## src/rtl/nspi_frame_sched.sv

```systemverilog
// nspi_frame_sched -- frame scheduler in front of the multi-channel SPI
// transmitter (nspi_tx) driving the LED-matrix chain.
//
// On a frame request it walks the frame buffer word by word: read one word
// (CHANNEL_NUMBER bytes side by side), latch it into tx_data, pulse
// tx_start and wait for tx_finish. After the last word the SPI bus is held
// idle for GAP_CYCLES clocks so the matrices see the frame boundary, then
// frame_done pulses. One extra request arriving mid-frame is remembered and
// runs straight after the current frame.
//
// Ports:
//   clk, rst          clock (rising edge), async active-low reset
//   frame_start       frame request (pulse or level)
//   busy, frame_done  status: busy until end of frame, done pulse
//   rd_en, rd_addr    frame-buffer read port (data returns 1 cycle later)
//   rd_data           buffer word, channel k at [k*SPI_SIZE +: SPI_SIZE]
//   tx_start          one-cycle start to nspi_tx
//   tx_finish         one-cycle completion from nspi_tx
//   tx_data           registered word to nspi_tx, same packing as rd_data

// Per-channel byte holding register; reloaded only in LATCH so the byte
// stays stable across the transfer and the inter-frame gap.
module nspi_frame_lane #(
    parameter int W = 8
) (
    input  logic         clk,
    input  logic         rst,
    input  logic         ld,
    input  logic [W-1:0] d,
    output logic [W-1:0] q
);
    always_ff @(posedge clk or negedge rst) begin
        if (!rst)    q <= '0;
        else if (ld) q <= d;
    end
endmodule

module nspi_frame_sched #(
    parameter int CHANNEL_NUMBER  = 2,
    parameter int SPI_SIZE        = 8,
    parameter int WORDS_PER_FRAME = 384,
    parameter int GAP_CYCLES      = 64,
    // Floor of 1 keeps a one-word frame legal.
    parameter int ADDR_WIDTH      = (WORDS_PER_FRAME > 1) ? $clog2(WORDS_PER_FRAME) : 1
) (
    input  logic                               clk,
    input  logic                               rst,
    input  logic                               frame_start,
    output logic                               busy,
    output logic                               frame_done,
    output logic                               rd_en,
    output logic [ADDR_WIDTH-1:0]              rd_addr,
    input  logic [CHANNEL_NUMBER*SPI_SIZE-1:0] rd_data,
    output logic                               tx_start,
    input  logic                               tx_finish,
    output logic [CHANNEL_NUMBER*SPI_SIZE-1:0] tx_data
);
    // Gap counter needs at least one bit even when the gap is disabled.
    localparam int GAP_W = (GAP_CYCLES > 0) ? $clog2(GAP_CYCLES + 1) : 1;
    localparam logic [ADDR_WIDTH-1:0] LAST_IDX = ADDR_WIDTH'(WORDS_PER_FRAME - 1);
    localparam logic [GAP_W-1:0]      GAP_LAST = GAP_W'((GAP_CYCLES > 0) ? GAP_CYCLES - 1 : 0);

    typedef enum logic [2:0] {
        S_IDLE, S_FETCH, S_LATCH, S_START, S_WAIT_TX, S_GAP, S_DONE
    } state_t;

    state_t                 state, state_nxt;
    logic [ADDR_WIDTH-1:0]  idx, idx_nxt;
    logic [GAP_W-1:0]       gap_cnt, gap_cnt_nxt;
    logic                   pend, pend_nxt;

    logic [CHANNEL_NUMBER-1:0][SPI_SIZE-1:0] rd_lane, tx_lane;

    always_ff @(posedge clk or negedge rst) begin
        if (!rst) begin
            state   <= S_IDLE;
            idx     <= '0;
            gap_cnt <= '0;
            pend    <= 1'b0;
        end else begin
            state   <= state_nxt;
            idx     <= idx_nxt;
            gap_cnt <= gap_cnt_nxt;
            pend    <= pend_nxt;
        end
    end

    always_comb begin
        state_nxt   = state;
        idx_nxt     = idx;
        gap_cnt_nxt = gap_cnt;
        pend_nxt    = pend;

        // One-deep request memory; a request while already pending is dropped.
        if (frame_start && state != S_IDLE && state != S_DONE)
            pend_nxt = 1'b1;

        case (state)
            S_IDLE: begin
                if (frame_start) begin
                    idx_nxt   = '0;
                    state_nxt = S_FETCH;
                end
            end
            S_FETCH: state_nxt = S_LATCH;
            S_LATCH: state_nxt = S_START;
            S_START: state_nxt = S_WAIT_TX;
            S_WAIT_TX: begin
                if (tx_finish) begin
                    if (idx == LAST_IDX) begin
                        gap_cnt_nxt = '0;
                        state_nxt   = (GAP_CYCLES == 0) ? S_DONE : S_GAP;
                    end else begin
                        idx_nxt   = idx + 1'b1;
                        state_nxt = S_FETCH;
                    end
                end
            end
            S_GAP: begin
                if (gap_cnt == GAP_LAST) state_nxt   = S_DONE;
                else                     gap_cnt_nxt = gap_cnt + 1'b1;
            end
            S_DONE: begin
                // A request landing on DONE itself chains like a pending one.
                if (pend || frame_start) begin
                    pend_nxt  = 1'b0;
                    idx_nxt   = '0;
                    state_nxt = S_FETCH;
                end else begin
                    state_nxt = S_IDLE;
                end
            end
            default: state_nxt = S_IDLE;
        endcase
    end

    assign rd_lane = rd_data;

    for (genvar g = 0; g < CHANNEL_NUMBER; g++) begin : g_lane
        nspi_frame_lane #(.W(SPI_SIZE)) u_lane (
            .clk (clk),
            .rst (rst),
            .ld  (state == S_LATCH),
            .d   (rd_lane[g]),
            .q   (tx_lane[g])
        );
    end

    // Strobes decode from state only; nothing combinational from the inputs.
    assign tx_data    = tx_lane;
    assign busy       = (state != S_IDLE);
    assign frame_done = (state == S_DONE);
    assign rd_en      = (state == S_FETCH);
    assign tx_start   = (state == S_START);
    assign rd_addr    = idx;
endmodule
```

## config.mk

```make
export PLATFORM = sky130hd
export DESIGN_NAME = nspi_frame_sched
export DESIGN_NICKNAME = d
export VERILOG_FILES = /design/src/rtl/nspi_frame_sched.sv
export SDC_FILE = /design/constraint.sdc
export NUM_CORES = 1
export LEC_CHECK = 0
export CAP_MARGIN = 15
export CORE_ASPECT_RATIO = 0.5
export CORE_MARGIN = 4
export CORE_UTILIZATION = 40
export CTS_CLUSTER_DIAMETER = 100
export CTS_CLUSTER_SIZE = 24
export DETAILED_ROUTE_END_ITERATION = 8
export PLACE_DENSITY_LB_ADDON = 0.12
export SLEW_MARGIN = 20
export SYNTH_ARGS = -nofsm -noshare
export SYNTH_HDL_FRONTEND = slang
export SYNTH_SLANG_ARGS = --single-unit
```

## constraint.sdc

```tcl
create_clock -name clk -period 2.3 [get_ports clk]
set_input_delay 0.345 -clock clk [delete_from_list [all_inputs] [get_ports clk]]
set_output_delay 0.345 -clock clk [all_outputs]
set_load 0.01 [all_outputs]
```

# Word-level counts from Yosys, hierarchy flattened
# Index checks and enable logic that the tools add are counted.
dict set report classes {
  mux 18
  eq_ne 16
  addsub 2
  reduce_logical 10
}
# op n
set op_table {}
lappend op_table {{two-way mux 9 bit} 4}
lappend op_table {{one-hot mux 9 bit (3 select lines)} 1}
lappend op_table {{two-way mux 7 bit} 3}
lappend op_table {{one-hot mux 3 bit (7 select lines)} 1}
lappend op_table {{one-hot mux 7 bit (2 select lines)} 1}
lappend op_table {{two-way mux 3 bit} 4}
lappend op_table {{!= test 2 bit, second input constant} 6}
lappend op_table {{adder 9 x 1 -> 9 bit, second input constant} 1}
lappend op_table {{== test 3 bit, second input constant} 3}
lappend op_table {{== test 9 bit, second input constant} 1}
lappend op_table {{adder 7 x 1 -> 7 bit, second input constant} 1}
lappend op_table {{== test 7 x 6 -> 1 bit, second input constant} 1}
lappend op_table {{== test 3 x 2 -> 1 bit, second input constant} 2}
lappend op_table {{nonzero test 3 bit} 2}
lappend op_table {{AND reduction 5 bit} 1}
lappend op_table {{two-way mux 1 bit} 4}
lappend op_table {{AND reduction 4 bit} 1}
lappend op_table {{== test 3 x 1 -> 1 bit, second input constant} 1}
lappend op_table {{zero test 3 bit} 1}
lappend op_table {{!= test 3 bit, second input constant} 1}
lappend op_table {{AND reduction 3 bit} 1}
lappend op_table {{logical AND 1 bit} 2}
lappend op_table {{!= test 2 x 1 -> 1 bit, second input constant} 1}
lappend op_table {{nonzero test 2 bit} 1}
lappend op_table {{logical OR 1 bit} 1}
dict set report totals {
  elab_cells 52
  ff_bits 36
  input_bits 20
  out_inout_bits 29
}

# Depth between registers and ports, before layout
# Gate-level depths: netlist (run 1).
dict set report logic_depth {
  ltp_word 6
  ltp_mapped 7
}

# By module
# From an unflattened synthesis (run 1), not the netlist that was laid out.
dict set report unflattened {
  cells_unflattened 160
  area_unflattened_um2 1821.7
}
# module n_inst seq_area_each_um2 area_each_um2 cells_per_inst
set by_module_without_submodules {}
lappend by_module_without_submodules {nspi_frame_sched 1 500.5 1158.6 126}
lappend by_module_without_submodules {nspi_frame_lane 2 200.2 331.6 17}

# Worst setup path before layout (run 1)
# No wires, ideal clock.
dict set report synth_path {
  kind {register to register}
  startpoint {reg idx[0] (netlist: rd_addr[0])}
  endpoint {reg idx[5] (netlist: rd_addr[5])}
  stages_incl_launch_ff 8
  path_buffers 2
  setup_time_ns 0.132
  setup_slack_ns 0.510
  arrival_time_ns 1.658
  t_required_ns 2.168
  path_cell_list {dfrtp_1 > ha_1 > and3_1 > clkbuf_1 > and4_1 > buf_4 > o31ai_1 > o31ai_1}
}
dict set report synth_via {
  elab_chain_cells 4
}
# item line
set synth_rtl {}
lappend synth_rtl {{from (decl)} 68} ;# logic [ADDR_WIDTH-1:0] idx, idx_nxt;
lappend synth_rtl {{from (signal assigned)} 82} ;# idx <= idx_nxt;
lappend synth_rtl {{adder 9 x 1 -> 9 bit} 114} ;# idx_nxt = idx + 1'b1;
lappend synth_rtl {{two-way mux 9 bit} 110} ;# if (idx == LAST_IDX) begin
lappend synth_rtl {{two-way mux 9 bit} 109} ;# if (tx_finish) begin
lappend synth_rtl {{one-hot mux 9 bit (3 select lines)} 98} ;# case (state)
# Several ways; a longest one is shown, not always the timed one. The select of a mux whose other input is x is not followed.
# A chain may end at the register's enable or synchronous reset.

# Worst setup path after layout (run 1)
dict set report layout_path {
  startpoint {reg state[1]}
  endpoint {out busy}
}
dict set report layout_via {
  elab_chain_cells 1
}
# item line
set layout_rtl {}
lappend layout_rtl {{from (decl)} 67} ;# state_t state, state_nxt;
lappend layout_rtl {{from (signal assigned)} 81} ;# state <= state_nxt;
lappend layout_rtl {{nonzero test 3 bit} 151} ;# assign busy = (state != S_IDLE);
lappend layout_rtl {{to (decl)} 49} ;# output logic busy,
# Every way passes these cells.

==> parameters.txt, run 1 <==
Parameter                              Value

Outcome
  Result of the run    completed

Logic synthesis
  Synth Register Bits    36
  Proportion of synthesized chip area in sequential cells    0.501
  Commonest register cell after synthesis    dfrtp_1
  Number of flops mapped to enable cells by yosys    0
  Syn_area_per_cell    11.2 sq um
  Most used standard cells in the synthesized netlist    dfrtp_1, mux2_2, nor2_1
  Synthesized Nets    183
  Cell area after technology mapping    1800 sq um
  Cell type contributing the most total cell area after synthesis    dfrtp_1
  Most repeated cell in the gate-level netlist after synthesis    dfrtp_1
  Number of cells produced by synthesis    161
  Count of yosys warnings during synthesis    0
  Fraction of synthesized cell area taken by the top area cell type    0.501
  Synth cell types    46
  Async SR Flop Fraction    1.00
  Area contributors post-synth    dfrtp_1, mux2_2, o31ai_1

Route
  Count of vias placed by the detailed router    1445
  Post-detailed-route count of antenna-violating nets    0
  First-pass DRT Iterations    4
  Aggregate routed wire length    3.83 mm
  Routed via count divided by cell count    5.43
  DRC violations left    0
  Avg WL per Cell    14.4 um
  DRT iter0 DRCs    61

Layout
  Number of nets in the final layout    233
  Layout overhead on the synthesized area    35.1%
  Reg area    901 sq um
  Fraction of layout cells with a size suffix above 1    0.170
  Multi-input gate area in the final layout    831 sq um
  Antenna diode count    0
  Final core utilization    0.592
  Post-Layout Cell Count    266
  Count of fill cells added during filler insertion    359
  Layout Cell Area excl Fill    2430 sq um

Clock network
  CTS tree    done
  Clock root buffer master    clkbuf_8
  Buffer depth of the longest clock path    2
  TritonCTS buffer count    5
  Insertion delay of the later-clocked pin in the worst-skew pair    0.28 ns
  Clock tree sinks    36
  Count of instances resized after the clock tree is built    0
  Total of hold buffers inserted after clock tree synthesis    0
  Htree depth    2
  Clock transition at the registers of the reported paths    0.07 ns
  Post-CTS setup repair buffer count    0

Worst setup path
  Reg2reg end    rd_addr[6]
  First element of the critical path    state[1]
  Critical-path maximum fanout    15
  Worst r2r path cells    4
  Start of the worst register-to-register path    state[2]
  Setup crit start kind    flip-flop
  Endpoint class of the critical path    output pin
  R2R Setup Slk    0.36 ns
  Arrival time reported for the critical path endpoint    1.76 ns
  Data required time of the critical path    1.96 ns
  Critical path type    flip-flop to output pin

Timing
  Setup repair after global routing missed its margin    no
  Max Clk Rate    475 MHz
  Final number of setup-violating endpoints    0
  Slew of the pin with the lowest slew margin    0.482 ns
  Worst rel slew slack    0.678
  WHS    0.473 ns
  Maximum clock skew at final layout    0.00266 ns
  Minimum clock period    2.10 ns
  Setup Total Neg Slack    0 ns
  Hold violation total from the final report    0
  Share of the clock period used by the worst path    0.914
  Max Transition Viols Final    0

Run
  Number of max-cap violations    0

Placement
  Placed Instances    258
  Area post-placement    2320 sq um
  Detailed placement HPWL    2.69 mm
  Number of buffer cells added on primary ports    48
  Weighted congestion at the end of routability-driven global placement    0.754

Pwr
  Switching Power    937 uW
  Power per unit of standard cell area    1150 nW/um^2
  Clock group share of total power    0.194
  Sequential cell fraction of total power    0.390
  Leakage power    0.000996 uW
  Worst IR Drop VDD    0.000479 V
  Comb power frac    0.416
  Internal Power    1860 uW
  Switching share of power    0.335

Floorplan
  Vertical die dimension    55.4 um
  Die width    103 um
  Row count    16
  Boundary Pins    49
  Initial Utilization    0.438
  Area inside the core boundary    4100 sq um
  Total die area    5700 sq um

Hold path
  Min-delay worst type    primary input to async pin

Global routing
  Global router's overall resource usage    0.140
  Number of antenna violations at the first check in global routing    0
  Number of global-route vias before repair    1357
  Overflow left after global routing    0
  Global-route wire length before repair    6.35 mm
  Maximum number of pins on one net before global-route repair    37
-- power groups by stage --
| stage | Sequential (uW) | Clock (uW) | Combinational, uW |
|---|---|---|---|
| CTS | 1090 | 562 | 1190 |
| detailed placement | 1100 | 0 | 1180 |
| global placement | 1090 | 0 | 1170 |
| floorplan | 1090 | 0 | 686 |
| finish | 1090 | 542 | 1170 |
| global route | 1140 | 591 | 1290 |
-- area by class of cell --
class / count / area share
tap: 54 / 0.0278
timing repair buffer: 51 / 0.207
multi-input combinational: 112 / 0.342
clock buffer: 6 / 0.0299
sequential: 36 / 0.371
clock inverter: 2 / 0.0144
inverter: 5 / 0.00773
-- worst max-delay path by stage --
stage | end | cells past startpoint
final | busy | 2
after global routing | tx_start | 3
after CTS | tx_start | 3
after detailed placement | rd_addr[6] | 5
after global placement | rd_addr[6] | 5
after floorplan | rd_addr[5] | 7
-- worst max-delay path: stages (launching register included) --
cell and delay, ns:
dfrtp_1 0.54, or3_1 0.45, clkdlybuf4s50_1 0.49
-- state kept, by name (all words and copies together) (netlist names) --
name / flops
state: 3
pend: 1
g_lane.u_lane.q: 16
gap_cnt: 7
rd_addr: 9
-- through the flow --
step	setup slack (ns)	power [uW]
finish	0.197	2800
CTS	0.171	2840
global route	0.0607	3010
floorplan	0.510	1780
global placement	0.202	2260
detailed placement	0.165	2290
-- cells in the final DEF, fill, tap and decap left out, types with 3 or more instances in the layout --
cell and n:
a21oi_1 6, a31oi_1 5, and3_1 3, buf_4 3
clkbuf_8 5, clkdlybuf4s50_1 48, dfrtp_1 36, inv_1 5
mux2_2 16, nand2_1 8, nand3_1 9, nor2_1 12
o21ai_0 6, o21ai_1 3, o31ai_1 8
-- metal layers --
| layer | wire, um | share of wire | global-route usage | vias up |
|---|---|---|---|---|
| met5 | 0 | 0 | 0 | - |
| met4 | 19 | 0.0050 | 0.0332 | 0 |
| met3 | 269 | 0.070 | 0.0490 | 5 |
| met2 | 1620 | 0.42 | 0.211 | 36 |
| met1 | 1920 | 0.50 | 0.192 | 705 |
| li1 | - | - | - | 699 |
-- cells by family (layout without fill, tap and decap cells) --
logic type / Yosys count / count (layout) / synth area share
compound gates: 44 / 44 / 0.189
fa+ha+maj: 2 / 2 / 0.0139
buf+inv: 13 / 64 / 0.0369
flops: 36 / 36 / 0.501
mux: 17 / 17 / 0.106
simple gates: 49 / 49 / 0.153
(Power assumes the default switching activity.)
==> run 2, diff against run 1 <==
--- a/config.mk
+++ b/config.mk
@@ -12,7 +12,8 @@
 export CTS_CLUSTER_DIAMETER = 100
 export CTS_CLUSTER_SIZE = 24
 export DETAILED_ROUTE_END_ITERATION = 8
-export PLACE_DENSITY_LB_ADDON = 0.12
+export GPL_TIMING_DRIVEN = 0
+export PLACE_DENSITY = 0.65
 export SLEW_MARGIN = 20
 export SYNTH_ARGS = -nofsm -noshare
 export SYNTH_HDL_FRONTEND = slang
==> run 2 against run 1 <==
Compared with the run above:
- critical path depth increased by 1
- total power increased by 2.1%
- design area increased by 2.2%
- setup slack got worse by 0.055 ns
- fmax decreased by 2.5%
- cell count increased by 2.6%
==> parameters.txt, run 2 (same netlist as run 1, synthesis figures left out) <==
Parameter                              Value

Worst setup path
  Data required time of the critical path    1.96 ns (about the same)
  Cells traversed along the worst timing path    buf_2 -> or3_1 -> clkdlybuf4s50_1
  Critical-path maximum fanout    10 (-5)
  Arrival time reported for the critical path endpoint    1.81 ns (+0.05 ns)
  Worst r2r path cells    7 (+3)
  Critical path type    flip-flop to output pin
  Worst-path cell with the longest stage delay    clkdlybuf4s50_1
  Endpoint class of the critical path    output pin
  Worst path max stage delay    0.49 ns (-0.05 ns)
  Setup crit start kind    flip-flop

Floorplan
  Total die area    5700 sq um (unchanged)
  Vertical die dimension    55.4 um (unchanged)
  Area inside the core boundary    4100 sq um (unchanged)
  Die width    103 um (unchanged)
  Initial Utilization    0.438 (unchanged)
  Row count    16 (unchanged)
  Boundary Pins    49 (unchanged)

Global routing
  Overflow left after global routing    0 (unchanged)
  Number of antenna violations at the first check in global routing    0 (unchanged)
  Number of global-route vias before repair    1454 (+7.1%)
  Global-route wire length before repair    7.04 mm (+11%)
  Global router's overall resource usage    0.152 (+0.0128)
  Maximum number of pins on one net before global-route repair    30 (-19%)

Clock network
  Buffer depth of the longest clock path    2 (unchanged)
  Htree depth    2 (unchanged)
  Clock transition at the registers of the reported paths    0.07 ns (about the same)
  TritonCTS buffer count    5 (unchanged)
  Count of instances resized after the clock tree is built    0 (unchanged)
  Insertion delay of the later-clocked pin in the worst-skew pair    0.29 ns (about the same)
  CTS tree    done
  Clock root buffer master    clkbuf_8
  Clock tree sinks    36 (unchanged)
  Post-CTS setup repair buffer count    0 (unchanged)
  Total of hold buffers inserted after clock tree synthesis    1 (+1)

Route
  DRT iter0 DRCs    101 (+66%)
  Avg WL per Cell    14.3 um (-1.0%)
  Routed via count divided by cell count    5.30 (-2.4%)
  Post-detailed-route count of antenna-violating nets    0 (unchanged)
  Aggregate routed wire length    3.89 mm (+1.6%)
  Count of vias placed by the detailed router    1448 (+0.21%)
  DRC violations left    0 (unchanged)
  First-pass DRT Iterations    4 (unchanged)

Layout
  Count of fill cells added during filler insertion    367 (+2.2%)
  Number of nets in the final layout    240 (+3.0%)
  Highest-count cells in the layout ignoring fill and taps    clkdlybuf4s50_1, dfrtp_1, mux2_2
  Fraction of layout cells with a size suffix above 1    0.192 (+0.0220)
  Flip-flop count of the largest register, all copies and words added    16 (unchanged)
  Largest Register    g_lane.u_lane.q
  Layout overhead on the synthesized area    38.1%
  Most common cell after layout, fill and taps aside    clkdlybuf4s50_1
  Antenna diode count    0 (unchanged)

Pwr
  Worst IR Drop VDD    0.000382 V (-20%)
  Switching share of power    0.335 (+0.000761)
  Comb power frac    0.448 (+0.032)
  Sequential cell fraction of total power    0.358 (-0.032)
  Power per unit of standard cell area    1150 nW/um^2 (-0.12%)
  Clock group share of total power    0.194 (about the same)
  Switching Power    959 uW (+2.3%)
  Internal Power    1900 uW (+2.0%)
  Total chip power    2860 uW (+2.1%)
  Leakage power    0.00102 uW (+2.8%)

Placement
  Detailed placement HPWL    2.82 mm (+4.9%)
  Weighted congestion at the end of routability-driven global placement    0.822 (+8.9%)
  Number of buffer cells added on primary ports    48 (unchanged)

Timing
  Hold violation total from the final report    0 (unchanged)
  Slew of the pin with the lowest slew margin    0.453 ns (-0.0292 ns)
  Setup Total Neg Slack    0 ns (unchanged)
  Share of the clock period used by the worst path    0.938 (+0.0238)
  Max Clk Rate    463 MHz (-2.5%)
  Final number of setup-violating endpoints    0 (unchanged)
  Max Transition Viols Final    0 (unchanged)
  Maximum clock skew at final layout    0.00420 ns (+0.00153 ns)
  Worst rel slew slack    0.696 (+0.0177)
  Minimum clock period    2.16 ns (+0.0548 ns)
  Setup repair after global routing missed its margin    no

Hold path
  Min-delay worst type    primary input to async pin

Run
  Number of max-cap violations    0 (unchanged)

Outcome
  Result of the run    completed
[run 2: cell count changes in the layout (fill, tap and decap cells not counted), sizes merged]
| cell | previous run | this run |
|---|---|---|
| clkbuf | 6 | 7 |
| buf | 3 | 8 |
| dlygate4sd3 | 0 | 1 |
| clkdlybuf4s50 | 48 | 47 |
| clkinvlp | 0 | 1 |
[run 2: final timing paths]
path	startpoint	to	slack (ns)
min in group clk	gap_cnt[4]	gap_cnt[4]	0.49
max in group asynchronous	rst	g_lane[1].u_lane.q[6]	1.45
setup reg to reg	rd_addr[0]	rd_addr[6]	0.31
setup / recovery	state[1]	busy	0.14
hold / removal	rst	rd_addr[0]	0.44
hold reg to reg	gap_cnt[4]	gap_cnt[4]	0.49
[run 2: critical path, delay by kind of cell (launching register included)]
| family | cells | cell delay [ns] |
|---|---|---|
| buffers and inverters | 2 | 0.69 |
| flip-flops | 1 | 0.44 |
| AND/OR/NAND/NOR | 1 | 0.39 |
[run 2: layout make-up]
cell class                 count  area (sq um)  area share
buffer                         8          47.5      0.0192
multi-input combinational    112           831       0.335
timing repair buffer          50           505       0.204
clock buffer                   5          68.8      0.0277
sequential                    36           901       0.363
tap                           54          67.6      0.0272
clock inverter                 3          42.5      0.0171
inverter                       5          18.8     0.00756
[run 2: metal layers]
layer | track usage | vias up | wire length, um
li1 | - | 717 | -
met2 | 0.231 | 33 | 1720
met5 | 0 | - | 0
met4 | 0.0332 | 0 | 33
met1 | 0.216 | 694 | 1860
met3 | 0.0440 | 4 | 275
[run 2: per-stage QoR]
step | instance area, sq um | hold slack, ns | cells | setup WS, ns | util
after floorplan | 1800 | 0.0494 | 161 | 0.510 | -
after global placement | 2350 | 0.470 | 263 | 0.0305 | 0.572
after detailed placement | 2360 | 0.207 | 264 | 0.199 | 0.575
after CTS | 2480 | 0.431 | 273 | 0.124 | 0.605
after global routing | 2480 | 0.470 | 273 | 0.0321 | 0.605
final | 2480 | 0.436 | 273 | 0.142 | 0.605
[run 2: power groups by stage]
stage / registers [uW] / logic [uW] / clock network [uW]
4_1_cts: 1030 / 1300 / 572
3_5_place_dp: 1040 / 1300 / 0
5_1_grt: 1070 / 1400 / 600
2_1_floorplan: 1090 / 686 / 0
3_3_place_gp: 1030 / 1270 / 0
6_report: 1020 / 1280 / 554
